--- src/rtl/poly_compress_pipe.sv ---
`default_nettype none
// ============================================================================
// Module  : poly_compress_pipe
// Brief   : Two-stage streaming Kyber coefficient compress/decompress unit.
// Rev     : 1.0
// ============================================================================
module poly_compress_pipe #(
  parameter int D     = 1,
  parameter int LANES = 4,
  parameter int N     = 256,
  parameter int Q     = 3329
) (
  input  logic                  clk,
  input  logic                  rst_n,
  input  logic                  s_valid,
  output logic                  s_ready,
  input  logic                  s_mode,
  input  logic [LANES*12-1:0]   s_data,
  output logic                  m_valid,
  input  logic                  m_ready,
  output logic [LANES*12-1:0]   m_data,
  output logic                  m_last,
  output logic                  frame_done,
  output logic                  err_range
);

  localparam int              c_beats    = N / LANES;
  localparam int              c_cw       = (c_beats > 1) ? $clog2(c_beats) : 1;
  localparam int              c_nw       = 24;
  localparam int              c_shift    = 36;
  localparam logic [63:0]     c_recip    = (64'd1 << c_shift) / 64'(Q);
  localparam logic [c_cw-1:0] c_last_cnt = c_cw'(c_beats - 1);
  localparam logic [c_nw-1:0] c_mask     = c_nw'((1 << D) - 1);
  localparam logic [0:0]      c_st_idle  = 1'b0;
  localparam logic [0:0]      c_st_run   = 1'b1;

  logic [0:0]          r_state, w_state_nxt;
  logic [c_cw-1:0]     r_beat_cnt, w_cnt_nxt;
  logic                r_mode, w_mode_nxt;
  logic                w_en, w_accept, w_first, w_beat_mode, w_beat_last, w_viol;
  logic [LANES-1:0]    w_lane_viol;
  logic [c_nw-1:0]     w_s1_n [LANES];
  logic [c_nw-1:0]     r_s1_n [LANES];
  logic                r_s1_valid, r_s1_mode, r_s1_last;
  logic [LANES*12-1:0] w_res;
  logic                r_m_valid, r_m_last, r_frame_done, r_err;
  logic [LANES*12-1:0] r_m_data;

  assign w_en       = !r_m_valid || m_ready;
  assign w_accept   = s_valid && w_en;
  assign s_ready    = w_en;
  assign m_valid    = r_m_valid;
  assign m_data     = r_m_data;
  assign m_last     = r_m_last;
  assign frame_done = r_frame_done;
  assign err_range  = r_err;

  always_ff @(posedge clk or negedge rst_n) begin
    if (!rst_n) begin
      r_state    <= c_st_idle;
      r_beat_cnt <= '0;
      r_mode     <= 1'b0;
    end else begin
      r_state    <= w_state_nxt;
      r_beat_cnt <= w_cnt_nxt;
      r_mode     <= w_mode_nxt;
    end
  end

  always_comb begin
    w_state_nxt = r_state;
    w_cnt_nxt   = r_beat_cnt;
    w_mode_nxt  = r_mode;
    if (w_accept) begin
      case (r_state)
        c_st_idle: begin
          w_mode_nxt = s_mode;
          if (c_beats == 1) begin
            w_cnt_nxt = '0;
          end else begin
            w_state_nxt = c_st_run;
            w_cnt_nxt   = c_cw'(1);
          end
        end
        default: begin
          if (r_beat_cnt == c_last_cnt) begin
            w_state_nxt = c_st_idle;
            w_cnt_nxt   = '0;
          end else begin
            w_cnt_nxt = r_beat_cnt + c_cw'(1);
          end
        end
      endcase
    end
  end

  // The first beat of a frame uses the live s_mode; later beats use the latched copy.
  always_comb begin
    w_first     = (r_state == c_st_idle);
    w_beat_mode = w_first ? s_mode : r_mode;
    w_beat_last = (r_beat_cnt == c_last_cnt);
    w_viol      = w_beat_mode && (|w_lane_viol);
  end

  for (genvar i = 0; i < LANES; i++) begin : g_lane
    logic [c_nw-1:0] w_y, w_dec_n, w_cmp_n, w_n, w_q0, w_rem, w_q;
    logic [63:0]     w_prod;

    assign w_y            = c_nw'(s_data[12*i +: D]);
    assign w_dec_n        = w_y * c_nw'(Q) + c_nw'(1 << (D-1));
    assign w_cmp_n        = (c_nw'(s_data[12*i +: 12]) << D) + c_nw'(Q/2);
    assign w_s1_n[i]      = w_beat_mode ? w_cmp_n : w_dec_n;
    assign w_lane_viol[i] = (s_data[12*i +: 12] >= 12'(Q));

    // Reciprocal estimate is at most one short of n/Q; one compare fixes it up.
    assign w_n    = r_s1_n[i];
    assign w_prod = 64'(w_n) * c_recip;
    assign w_q0   = c_nw'(w_prod >> c_shift);
    assign w_rem  = w_n - w_q0 * c_nw'(Q);
    assign w_q    = (w_rem >= c_nw'(Q)) ? w_q0 + c_nw'(1) : w_q0;

    assign w_res[12*i +: 12] = r_s1_mode ? 12'(w_q & c_mask) : 12'(w_n >> D);
  end

  always_ff @(posedge clk or negedge rst_n) begin
    if (!rst_n) begin
      r_s1_valid <= 1'b0;
      r_s1_mode  <= 1'b0;
      r_s1_last  <= 1'b0;
      for (int k = 0; k < LANES; k++) r_s1_n[k] <= '0;
    end else if (w_en) begin
      r_s1_valid <= s_valid;
      if (s_valid) begin
        r_s1_mode <= w_beat_mode;
        r_s1_last <= w_beat_last;
        r_s1_n    <= w_s1_n;
      end
    end
  end

  always_ff @(posedge clk or negedge rst_n) begin
    if (!rst_n) begin
      r_m_valid <= 1'b0;
      r_m_last  <= 1'b0;
      r_m_data  <= '0;
    end else if (w_en) begin
      r_m_valid <= r_s1_valid;
      r_m_last  <= r_s1_valid && r_s1_last;
      if (r_s1_valid) r_m_data <= w_res;
    end
  end

  always_ff @(posedge clk or negedge rst_n) begin
    if (!rst_n) begin
      r_frame_done <= 1'b0;
      r_err        <= 1'b0;
    end else begin
      r_frame_done <= r_m_valid && m_ready && r_m_last;
      if (w_accept) r_err <= w_first ? w_viol : (r_err || w_viol);
    end
  end

endmodule
`default_nettype wire

--- config.mk ---
export PLATFORM = sky130hd
export DESIGN_NAME = poly_compress_pipe
export DESIGN_NICKNAME = d
export VERILOG_FILES = /design/src/rtl/poly_compress_pipe.sv
export SDC_FILE = /design/constraint.sdc
export NUM_CORES = 1
export LEC_CHECK = 0
export ABC_AREA = 0
export CAP_MARGIN = 25
export CORE_MARGIN = 4
export CORE_UTILIZATION = 45
export CTS_CLUSTER_SIZE = 14
export DETAILED_ROUTE_END_ITERATION = 8
export PLACE_DENSITY = 0.76
export SETUP_SLACK_MARGIN = 0.4
export SYNTH_ARGS = -nofsm -noshare
export SYNTH_HDL_FRONTEND = slang
export SYNTH_SLANG_ARGS = --single-unit
--- constraint.sdc ---
create_clock -name clk -period 10.15 [get_ports clk]
set_clock_uncertainty 0.15 [all_clocks]
set_input_delay 1.5225 -clock clk [delete_from_list [all_inputs] [get_ports clk]]
set_output_delay 1.5225 -clock clk [all_outputs]
set_load 0.05 [all_outputs]
==> results of run 1 <==
==> worst min-delay path, delay by kind of cell, from the launching register on <==
family           cells  cell delay [ns]
flip-flops           1             0.34
AO/OA/AOI/OAI        1             0.05
AND/OR/NAND/NOR      1             0.05
==> path summary, 6_finish.rpt <==
kind	startpoint	to	slack, ns	depth (start not counted)
setup / recovery	g_lane[0].w_n[9]$_DFFE_PN0P_	m_data[0]$_DFFE_PN0P_	0.002	40
hold / removal	m_data[32]$_DFFE_PN0P_	m_data[32]$_DFFE_PN0P_	0.33	2
setup reg to reg	g_lane[0].w_n[9]$_DFFE_PN0P_	m_data[0]$_DFFE_PN0P_	0.002	40
hold reg to reg	m_data[32]$_DFFE_PN0P_	m_data[32]$_DFFE_PN0P_	0.33	2
max in group asynchronous	rst_n	g_lane[2].w_n[6]$_DFFE_PN0P_	7.56	2
min in group asynchronous	rst_n	m_data[37]$_DFFE_PN0P_	0.86	1
==> kinds of logic after synthesis <==
group           count (synthesis)
buf+inv                      1117
compound gates                490
simple gates                  423
fa+ha+maj                    1541
flops                         118
xor+xnor                       58
mux                            15
==> cells in the final DEF, fill, tap and decap left out, types with 16 or more instances in the layout <==
cell type,instances
a21o_1,44
a21oi_1,71
a21oi_2,16
buf_4,461
buf_6,18
clkbuf_16,17
clkdlybuf4s50_1,104
dfrtp_1,82
dfrtp_2,36
fa_1,570
fa_2,34
ha_1,851
ha_2,21
ha_4,65
inv_1,1017
inv_2,63
nand2_1,164
nand2b_1,18
nand3_1,27
nand4_1,16
nor2_1,66
nor3_1,27
o211ai_1,29
o21a_1,20
o21ai_0,91
o31ai_1,42
xnor2_1,20
xor2_1,25
==> registers in the layout, indices dropped and copies added, names as in the netlist <==
name        flops
m_last          1
m_valid         1
frame_done      1
err_range       1
m_data         48
r_s1_last       1
r_s1_valid      1
r_beat_cnt      6
g_lane.w_n     56
r_mode          1
r_state         1
==> through the flow <==
stage	TNS (ns)	hold slack, ns
after detailed placement	-1.972	0.3193
final	0	0.3296
after global routing	-1.094	0.3573
after floorplan	0	0.2991
after global placement	-1.290	0.3108
after CTS	-0.05742	0.3333
==> cell type report <==
class                      instances  area, um^2
fill                            6645       35540
sequential                       118        2998
tap                             1060        1326
clock buffer                      18       429.2
inverter                        1080        4054
clock inverter                    14       150.1
multi-input combinational       2527       31670
timing repair buffer             586        4765
==> what timing repair did <==
item | 4_1_cts | 5_1_grt
endpoints found under the setup margin | 4 | 4
pin swaps | 182 | 202
resized for setup | 203 | 208
setup buffers | 32 | 45
==> per-layer routing <==
metal,global-route usage [%],up-vias,share of wire (%)
met3,5.199,254,6.8
met4,7.471,4,3.4
li1,-,13200,-
met2,39.86,870,48
met5,0,-,0.026
met1,29.82,13970,41
==> key figures, run 1 <==
Yosys
  – Synth Area in Simple Gates: 5.481%
  – Post-synthesis mux area share: less than 1%
  – Cell taking the most area after synthesis: fa_1
  – Post-synthesis compound-gate area fraction: 8.929%
  – Largest family of logic cells by synthesized area: adder cells
  – Syn. warnings: 0
  – #FFs+latches synth: 118
  – Area contributors post-synth: fa_1 (33%), ha_1 (32%), inv_1 (11%), dfrtp_1 (8.0%), nand2_1 (1.7%)
  – Area share of fa/ha/maj cells after synthesis: 64.40%
  – Syn Inst Count: ~3800
  – Syn Area/Cell: 9.830 um^2
  – Syn_nets: 5356
  – Post-synth EDFFs: 0
  – Asr flop ratio synth: 100.0%
  – Sequential share of the synthesized area: 7.985%
  – Post-synth top flop: dfrtp_1
  – Post-Synth XOR/XNOR Area: approximately 1.4%
  – Yosys top cell area share: 32.70%
  – Count leader, synth: inv_1
  – Synth cell types: 77
  – Syn Std Cell Area: between 0.03 and 0.04 mm^2
  – Commonest cells in the netlist: inv_1 (1080), ha_1 (937), fa_1 (604)

GRT
  – Global route overflow: 0
  – Initial antenna violation count: 2
  – Vias in the first global route: 30650
  – Pin count of the biggest net entering global routing: 79
  – Global-route wire length before repair: roughly 160000 um
  – Global Route Usage Sum: 23.44%

Setup path
  – CP top delay family: adder cells
  – Setup crit end kind: register
  – Crit start category: register
  – CP dominant cell by count: fa_1
  – Crit path kind: register to register
  – Slowest stage cell, crit path: fa_1
  – Max stage delay on crit path: 0.53 ns
  – Crit path required time: roughly 10 ns
  – Crit-path max FO: 4
  – Buffers & Inverters on Critical Path: 10
  – Crit path DAT: slightly above 10 ns

Timing
  – Final-report max-slew violation count: 0
  – RSZ-0062 raised after global routing: true
  – Slew HR: 30.06%
  – Setup violators final: 0
  – Fin crit share: between 90% and 100%
  – Fmax: 0.09854 GHz
  – Final WS setup: 0.001574 ns
  – Measured slew at the worst slew-check pin: 1.047 ns
  – Final Hold Viols: 0
  – Post-route minimum period: 10.15 ns

Clock tree
  – Total CTS buffers: 17
  – Max Root-Sink Buffers: 2
  – Clock latency on the worst-skew pair: 0.50 ns
  – CTS tree: built
  – Worst-path clk slew: ~0.06 ns
  – Root Driver: clkbuf_16
  – # hold bufs at CTS: 0
  – H-tree depth: 4
  – Clk sinks: 118

Route
  – Per-cell routed wire length: ~19 um
  – Vias per cell: 5.237
  – First-pass DRT Iterations: 5
  – Total Wirelength: 100800 um
  – Total via count in the routed design: 28300
  – Drt drc: 0
  – Routed Antenna Nets: 0
  – 1st-iter DRT viols: 1693

Cells and area
  – Synth-to-layout area growth: 22.75%
  – Antenna cell count: 0
  – Final instance area: 0.04539 mm^2
  – Finished Layout Cells: 5403
  – Post-Route Utilization: between 50% and 60%
  – Fin nets: 5924
  – Layout cells sized above 1: 20.26%

Floorplanning
  – Die Y: 294.7 um
  – Starting Density: between 40% and 50%
  – Die Width: 294.7 um
  – Top-Level Pins: 106
  – Die area: 0.08683 mm^2
  – Core ar.: 0.08094 mm^2
  – FP Rows: 104

Placed design
  – Count of input and output buffers: between 100 and 150
  – Area after DPL: 0.04232 mm^2
  – Cells after DPL: ~5300
  – HPWL after DPL: 83650 um
  – Setup WS pre-CTS: -0.6574 ns
  – Final RePlAce weighted congestion: a little under 1

Hold path
  – Hold Crit Class: register to register

Job
  – Max cap viols: 0

Status
  – Status: completed
Power of run 1 is not shown: default switching activity piles up to over one toggle a cycle in this logic, so the estimate is an artifact.
==> run 2: changes to the inputs <==
--- a/config.mk
+++ b/config.mk
@@ -7,6 +7,7 @@
 export LEC_CHECK = 0
 export ABC_AREA = 0
 export CAP_MARGIN = 25
+export CORE_ASPECT_RATIO = 2
 export CORE_MARGIN = 4
 export CORE_UTILIZATION = 45
 export CTS_CLUSTER_SIZE = 14
==> constraint.sdc (replaced) <==
create_clock -name clk -period 9.3 [get_ports clk]
set_clock_uncertainty 0.15 [all_clocks]
set_input_delay 1.395 -clock clk [delete_from_list [all_inputs] [get_ports clk]]
set_output_delay 1.395 -clock clk [all_outputs]
set_load 0.05 [all_outputs]
==> run 2 against run 1 <==
  * The flow now finishes with violations (negative setup slack)
  * Sequential share of layout area about the same
  * Global-route usage up 2.5 points
  * First-iteration DRC count down 22%
  * Critical path depth down 2
  * Die area up 0.32%
  * Maximum frequency down 0.86%
  * Design area up 1.2%
  * Hold slack worse by 0.0065 ns
  * Core utilization up 0.30 points
  * Wire length up 10%
  * Non-clock buffer count up 111
  * Via count up 4.0%
  * Critical endpoint is now m_data[12]$_DFFE_PN0P_
  * Largest cell class unchanged
  * Highest routed layer unchanged
==> key figures, run 2 (synthesis results as in run 1) <==
Timing
  – Slew HR: 46.65%
  – Final-report max-slew violation count: 0
  – RSZ-0062 raised after global routing: true
  – Final Hold Viols: 0
  – Fin crit share: 110.1%
  – Setup violators final: 4
  – Post-route minimum period: 10.24 ns
  – Final WS setup: -0.9366 ns
  – Measured slew at the worst slew-check pin: 0.8002 ns
  – Final Hold Slack: 0.3231 ns
  – Fmax: ~0.098 GHz

Clock tree
  – # hold bufs at CTS: 0
  – H-tree depth: 4
  – CTS tree: built
  – Root Driver: clkbuf_16
  – Max Root-Sink Buffers: 2
  – Clk sinks: around 120
  – Total CTS buffers: 17
  – Worst-path clk slew: about 0.06 ns
  – Clock latency on the worst-skew pair: 0.45 ns

Setup path
  – CP endpoint: m_data[12]$_DFFE_PN0P_
  – Setup crit end kind: register
  – Buffers & Inverters on Critical Path: 7
  – Crit path DAT: 10.38 ns
  – Reg2reg start: g_lane[1].w_n[10]$_DFFE_PN0P_
  – Setup slack, reg-to-reg: -0.94 ns
  – Slowest stage cell, crit path: fa_2
  – CP top delay family: adder cells
  – Reg-to-reg critical path endpoint: m_data[12]$_DFFE_PN0P_
  – CP dominant cell by count: fa_1
  – Crit path launch: g_lane[1].w_n[10]$_DFFE_PN0P_
  – CP Depth: 38
  – Crit-path max FO: 6
  – Path depth of the worst reg2reg path: 38
  – Max stage delay on crit path: 0.56 ns
  – Crit path kind: register to register
  – Crit start category: register
  – Crit path required time: between 9 and 10 ns

Route
  – Vias per cell: 5.344
  – Total via count in the routed design: 29420
  – Per-cell routed wire length: 20.14 um
  – Total Wirelength: around 110000 um
  – First-pass DRT Iterations: 5
  – Drt drc: 0
  – 1st-iter DRT viols: 1315
  – Routed Antenna Nets: 0

Placed design
  – HPWL after DPL: 97210 um
  – Final RePlAce weighted congestion: 1.050
  – Count of input and output buffers: 105
  – Area after DPL: 0.04417 mm^2
  – Cells after DPL: 5421

GRT
  – Initial antenna violation count: 7
  – Global route overflow: 0
  – Pin count of the biggest net entering global routing: 69
  – Vias in the first global route: 33370
  – Global Route Usage Sum: between 20% and 30%
  – Global-route wire length before repair: 174100 um

Floorplanning
  – Die Y: 413.4 um
  – Top-Level Pins: roughly 110
  – FP Rows: 148
  – Core ar.: between 0.08 and 0.09 mm^2
  – Starting Density: between 40% and 50%
  – Die area: 0.08711 mm^2
  – Die Width: between 200 and 250 um

Cells and area
  – Filler cells: between 6000 and 7000
  – Max reg flops: 56
  – Most frequent cells in the layout: inv_1 (1039), ha_1 (870), buf_4 (576)
  – Synth-to-layout area growth: 24.23%
  – Layout cells sized above 1: about a fifth
  – Most common cell after layout, fill and taps aside: inv_1
  – Post-Route Utilization: 56.38%
  – Finished Layout Cells: 5505
  – Fin nets: between 6000 and 7000
  – Final instance area: approximately 0.046 mm^2

Status
  – Violated checks: negative setup slack
  – Status: complete, but fails checks

Job
  – Max cap viols: 0

Hold path
  – Hold Crit Class: register to register
run 2: cell count changes in the layout (fill, tap and decap cells not counted), moves of 4 or more:
cell	delta
inv_1	+22
ha_2	+4
ha_4	-23
ha_1	+19
buf_4	+115
a211oi_1	+4
dfrtp_1	-12
a211oi_2	-6
dfrtp_2	+12
buf_12	+6
buf_6	-10
inv_2	-22
run 2: worst min-delay path: cells and delay by family, from the launching register on:
kind	cells	cell delay (ns)
simple gates	1	0.05
compound gates	1	0.05
flops	1	0.34
run 2: worst min-delay path by stage:
stage	startpoint	to	slack, ns	cells after the start
2_1_floorplan	r_s1_last$_DFFE_PN0P_	r_s1_last$_DFFE_PN0P_	0.30	1
3_5_place_dp	m_data[38]$_DFFE_PN0P_	m_data[38]$_DFFE_PN0P_	0.32	2
3_3_place_gp	m_data[30]$_DFFE_PN0P_	m_data[30]$_DFFE_PN0P_	0.31	2
4_1_cts	m_data[38]$_DFFE_PN0P_	m_data[38]$_DFFE_PN0P_	0.33	2
5_1_grt	m_data[28]$_DFFE_PN0P_	m_data[28]$_DFFE_PN0P_	0.35	2
6_report	m_data[38]$_DFFE_PN0P_	m_data[38]$_DFFE_PN0P_	0.32	2
run 2: final cells by class:
type                            instances  area [um^2]  share of cell area (%)
Multi-Input combinational cell       2527        31310                   68.16
Inverter                             1080         4054                   8.824
Antenna cell                            1        2.502                0.005447
Sequential cell                       118         3013                   6.558
Timing Repair Buffer                  697         5635                   12.27
Clock buffer                           21        460.4                   1.002
Tap cell                             1050         1314                   2.860
Clock inverter                         11        150.1                  0.3268
run 2: repair_timing:
action,CTS,global route
endpoints found under the setup margin,4,4
resized for setup,63,91
buffers inserted,18,33
pin swaps,61,101
hold endpoints to repair,0,0
run 2: per-stage QoR:
stage	setup slack (ns)	TNS [ns]
6_report	-0.9366	-2.926
5_1_grt	-1.265	-4.489
4_1_cts	-0.8431	-2.631
3_5_place_dp	-1.266	-3.883
3_3_place_gp	-1.184	-3.232
2_1_floorplan	-0.09309	-0.09309
run 2: layer usage:
metal  GRT usage (%)  part of all wire [%]  vias up
li1                -                     -    13420
met1           24.17                    31    14510
met2           48.91                    53      963
met3           3.864                   4.5      518
met4           21.05                    11        8
met5               0                 0.062        -
Power of run 2 is left out for the same reason.
==> run 3: changes to the inputs <==
--- a/config.mk
+++ b/config.mk
@@ -7,12 +7,13 @@
 export LEC_CHECK = 0
 export ABC_AREA = 0
 export CAP_MARGIN = 25
+export CELL_PAD_IN_SITES_DETAIL_PLACEMENT = 1
+export CELL_PAD_IN_SITES_GLOBAL_PLACEMENT = 1
 export CORE_ASPECT_RATIO = 2
-export CORE_MARGIN = 4
 export CORE_UTILIZATION = 45
 export CTS_CLUSTER_SIZE = 14
 export DETAILED_ROUTE_END_ITERATION = 8
-export PLACE_DENSITY = 0.76
+export PLACE_DENSITY = 0.89
 export SETUP_SLACK_MARGIN = 0.4
 export SYNTH_ARGS = -nofsm -noshare
 export SYNTH_HDL_FRONTEND = slang
==> run 3 against run 2 <==
  * The run still ends with negative setup slack left
  * Core utilization is 1.6 points higher
  * Sequential share of layout area is 0.16 points lower
  * Critical endpoint is now m_data[36]$_DFFE_PN0P_
  * Design area is 2.6% higher
  * Critical path depth up 1
  * Hold slack improved by 0.0055 ns
  * Die area down 4.3%
  * Wire length is 73% higher
  * Worst setup slack got worse by 0.94 ns
==> key figures, run 3 (synthesis results as in run 1) <==
Status
  – Status: complete, but fails checks
  – Violated checks: negative setup slack

Floorplanning
  – Core ar.: 0.08129 mm^2
  – FP Rows: roughly 150
  – Starting Density: between 40% and 50%
  – Top-Level Pins: between 100 and 150
  – Die area: 0.08340 mm^2
  – Die Width: 204.7 um
  – Die Y: 407.4 um

Cells and area
  – Synth-to-layout area growth: 27.40%
  – Fin nets: 6079
  – Most common cell after layout, fill and taps aside: inv_1
  – Layout cells sized above 1: between 20 and 25%
  – Final instance area: 0.04711 mm^2
  – Max reg flops: 56
  – Most frequent cells in the layout: inv_1 (1030), ha_1 (829), buf_4 (610)
  – Finished Layout Cells: 5563

Route
  – Per-cell routed wire length: around 34 um
  – Total Wirelength: 191500 um
  – Routed Antenna Nets: 0
  – Drt drc: 0
  – 1st-iter DRT viols: between 3000 and 4000
  – First-pass DRT Iterations: 8
  – Total via count in the routed design: 35500
  – Vias per cell: 6.382

Setup path
  – Slowest stage cell, crit path: fa_2
  – Crit path kind: register to register
  – Crit path DAT: 11.42 ns
  – Crit path launch: g_lane[3].w_n[7]$_DFFE_PN0P_
  – Reg2reg start: g_lane[3].w_n[7]$_DFFE_PN0P_
  – Setup crit end kind: register
  – Crit path required time: 9.55 ns
  – Max stage delay on crit path: 0.60 ns
  – Crit start category: register
  – Crit-path max FO: 5
  – CP dominant cell by count: fa_1

Timing
  – Fin crit share: 120.2%
  – Fmax: 0.08948 GHz
  – RSZ-0062 raised after global routing: true
  – Final Hold Viols: 0
  – Post-route minimum period: 11.18 ns
  – Slew HR: 33.45%
  – Measured slew at the worst slew-check pin: 0.9959 ns
  – Setup violators final: 4
  – Final-report max-slew violation count: 0
  – Final WS setup: -1.875 ns

Hold path
  – Hold Crit Class: register to register
  – HP Start: m_data[43]$_DFFE_PN0P_

Placed design
  – Area after DPL: about 0.044 mm^2
  – Final RePlAce weighted congestion: 1.081
  – Cells after DPL: ~5400
  – Count of input and output buffers: 105
  – Setup WS pre-CTS: -1.306 ns
  – HPWL after DPL: 125300 um

Clock tree
  – Max Root-Sink Buffers: 2
  – Worst-path clk slew: 0.08 ns
  – Clk sinks: roughly 120
  – # hold bufs at CTS: 0
  – CTS tree: built
  – H-tree depth: 4
  – Total CTS buffers: 17
  – Clock latency on the worst-skew pair: 0.52 ns
  – Root Driver: clkbuf_16

GRT
  – Vias in the first global route: 40910
  – Global-route wire length before repair: between 200000 and 300000 um
  – Pin count of the biggest net entering global routing: 97
  – Global Route Usage Sum: 42.02%
  – Global route overflow: 0
  – Initial antenna violation count: 22

Job
  – Max cap viols: 0
run 3: changes by cell type in the layout (fill, tap and decap cells not counted), sizes merged:
| cell | change |
|---|---|
| diode | +14 |
| bufinv | -1 |
| buf | +44 |
| clkinv | -4 |
| clkbuf | +4 |
| clkinvlp | +1 |
run 3: worst max-delay path: cells and delay by family, from the launching register on:
family | cells | cell delay [ns]
xor+xnor | 4 | 0.88
flops | 1 | 0.50
fa+ha+maj | 12 | 5.04
compound gates | 12 | 2.76
buf+inv | 8 | 1.19
simple gates | 3 | 0.52
run 3: stage by stage:
| step | hold slack, ns | setup TNS [ns] | utilization, % |
|---|---|---|---|
| after global placement | 0.3109 | -3.297 | 54.58 |
| after detailed placement | 0.3153 | -4.735 | 54.58 |
| after CTS | 0.3282 | -3.683 | 56.77 |
| after global routing | 0.3485 | -7.268 | 57.93 |
| after floorplan | 0.2991 | -0.09309 | - |
| final | 0.3285 | -6.490 | 57.95 |
run 3: timing repair:
item | CTS | global route
pin swaps | 155 | 94
resized for setup | 155 | 133
setup endpoints to repair | 4 | 4
setup buffers | 44 | 21
run 3: metal layers:
layer / up-vias / GRT usage, % / part of all wire [%]
met1: 17310 / 35.84 / 28
li1: 13540 / - / -
met5: - / 0.8333 / 0.19
met4: 26 / 45.88 / 14
met2: 2860 / 72.17 / 47
met3: 1769 / 13.34 / 10
run 3: worst paths after layout:
check                      depth (start not counted)  slack [ns]                      endpoint
max                                               39       -1.88        m_data[36]$_DFFE_PN0P_
min                                                2        0.33        m_data[43]$_DFFE_PN0P_
max reg2reg                                       39       -1.88        m_data[36]$_DFFE_PN0P_
min reg2reg                                        2        0.33        m_data[43]$_DFFE_PN0P_
max in group asynchronous                          2        6.78  g_lane[2].w_n[7]$_DFFE_PN0P_
min in group asynchronous                          1        0.78         m_data[5]$_DFFE_PN0P_
run 3: area by class of cell:
| type | instances | area, um^2 |
|---|---|---|
| sequential | 118 | 3014 |
| clock inverter | 7 | 92.59 |
| clock buffer | 25 | 515.5 |
| timing repair buffer | 741 | 6031 |
| antenna | 15 | 37.54 |
| fill | 8738 | 34180 |
| multi-input combinational | 2527 | 32050 |
| tap | 1050 | 1314 |
| inverter | 1080 | 4054 |
Power of run 3 is left out for the same reason.
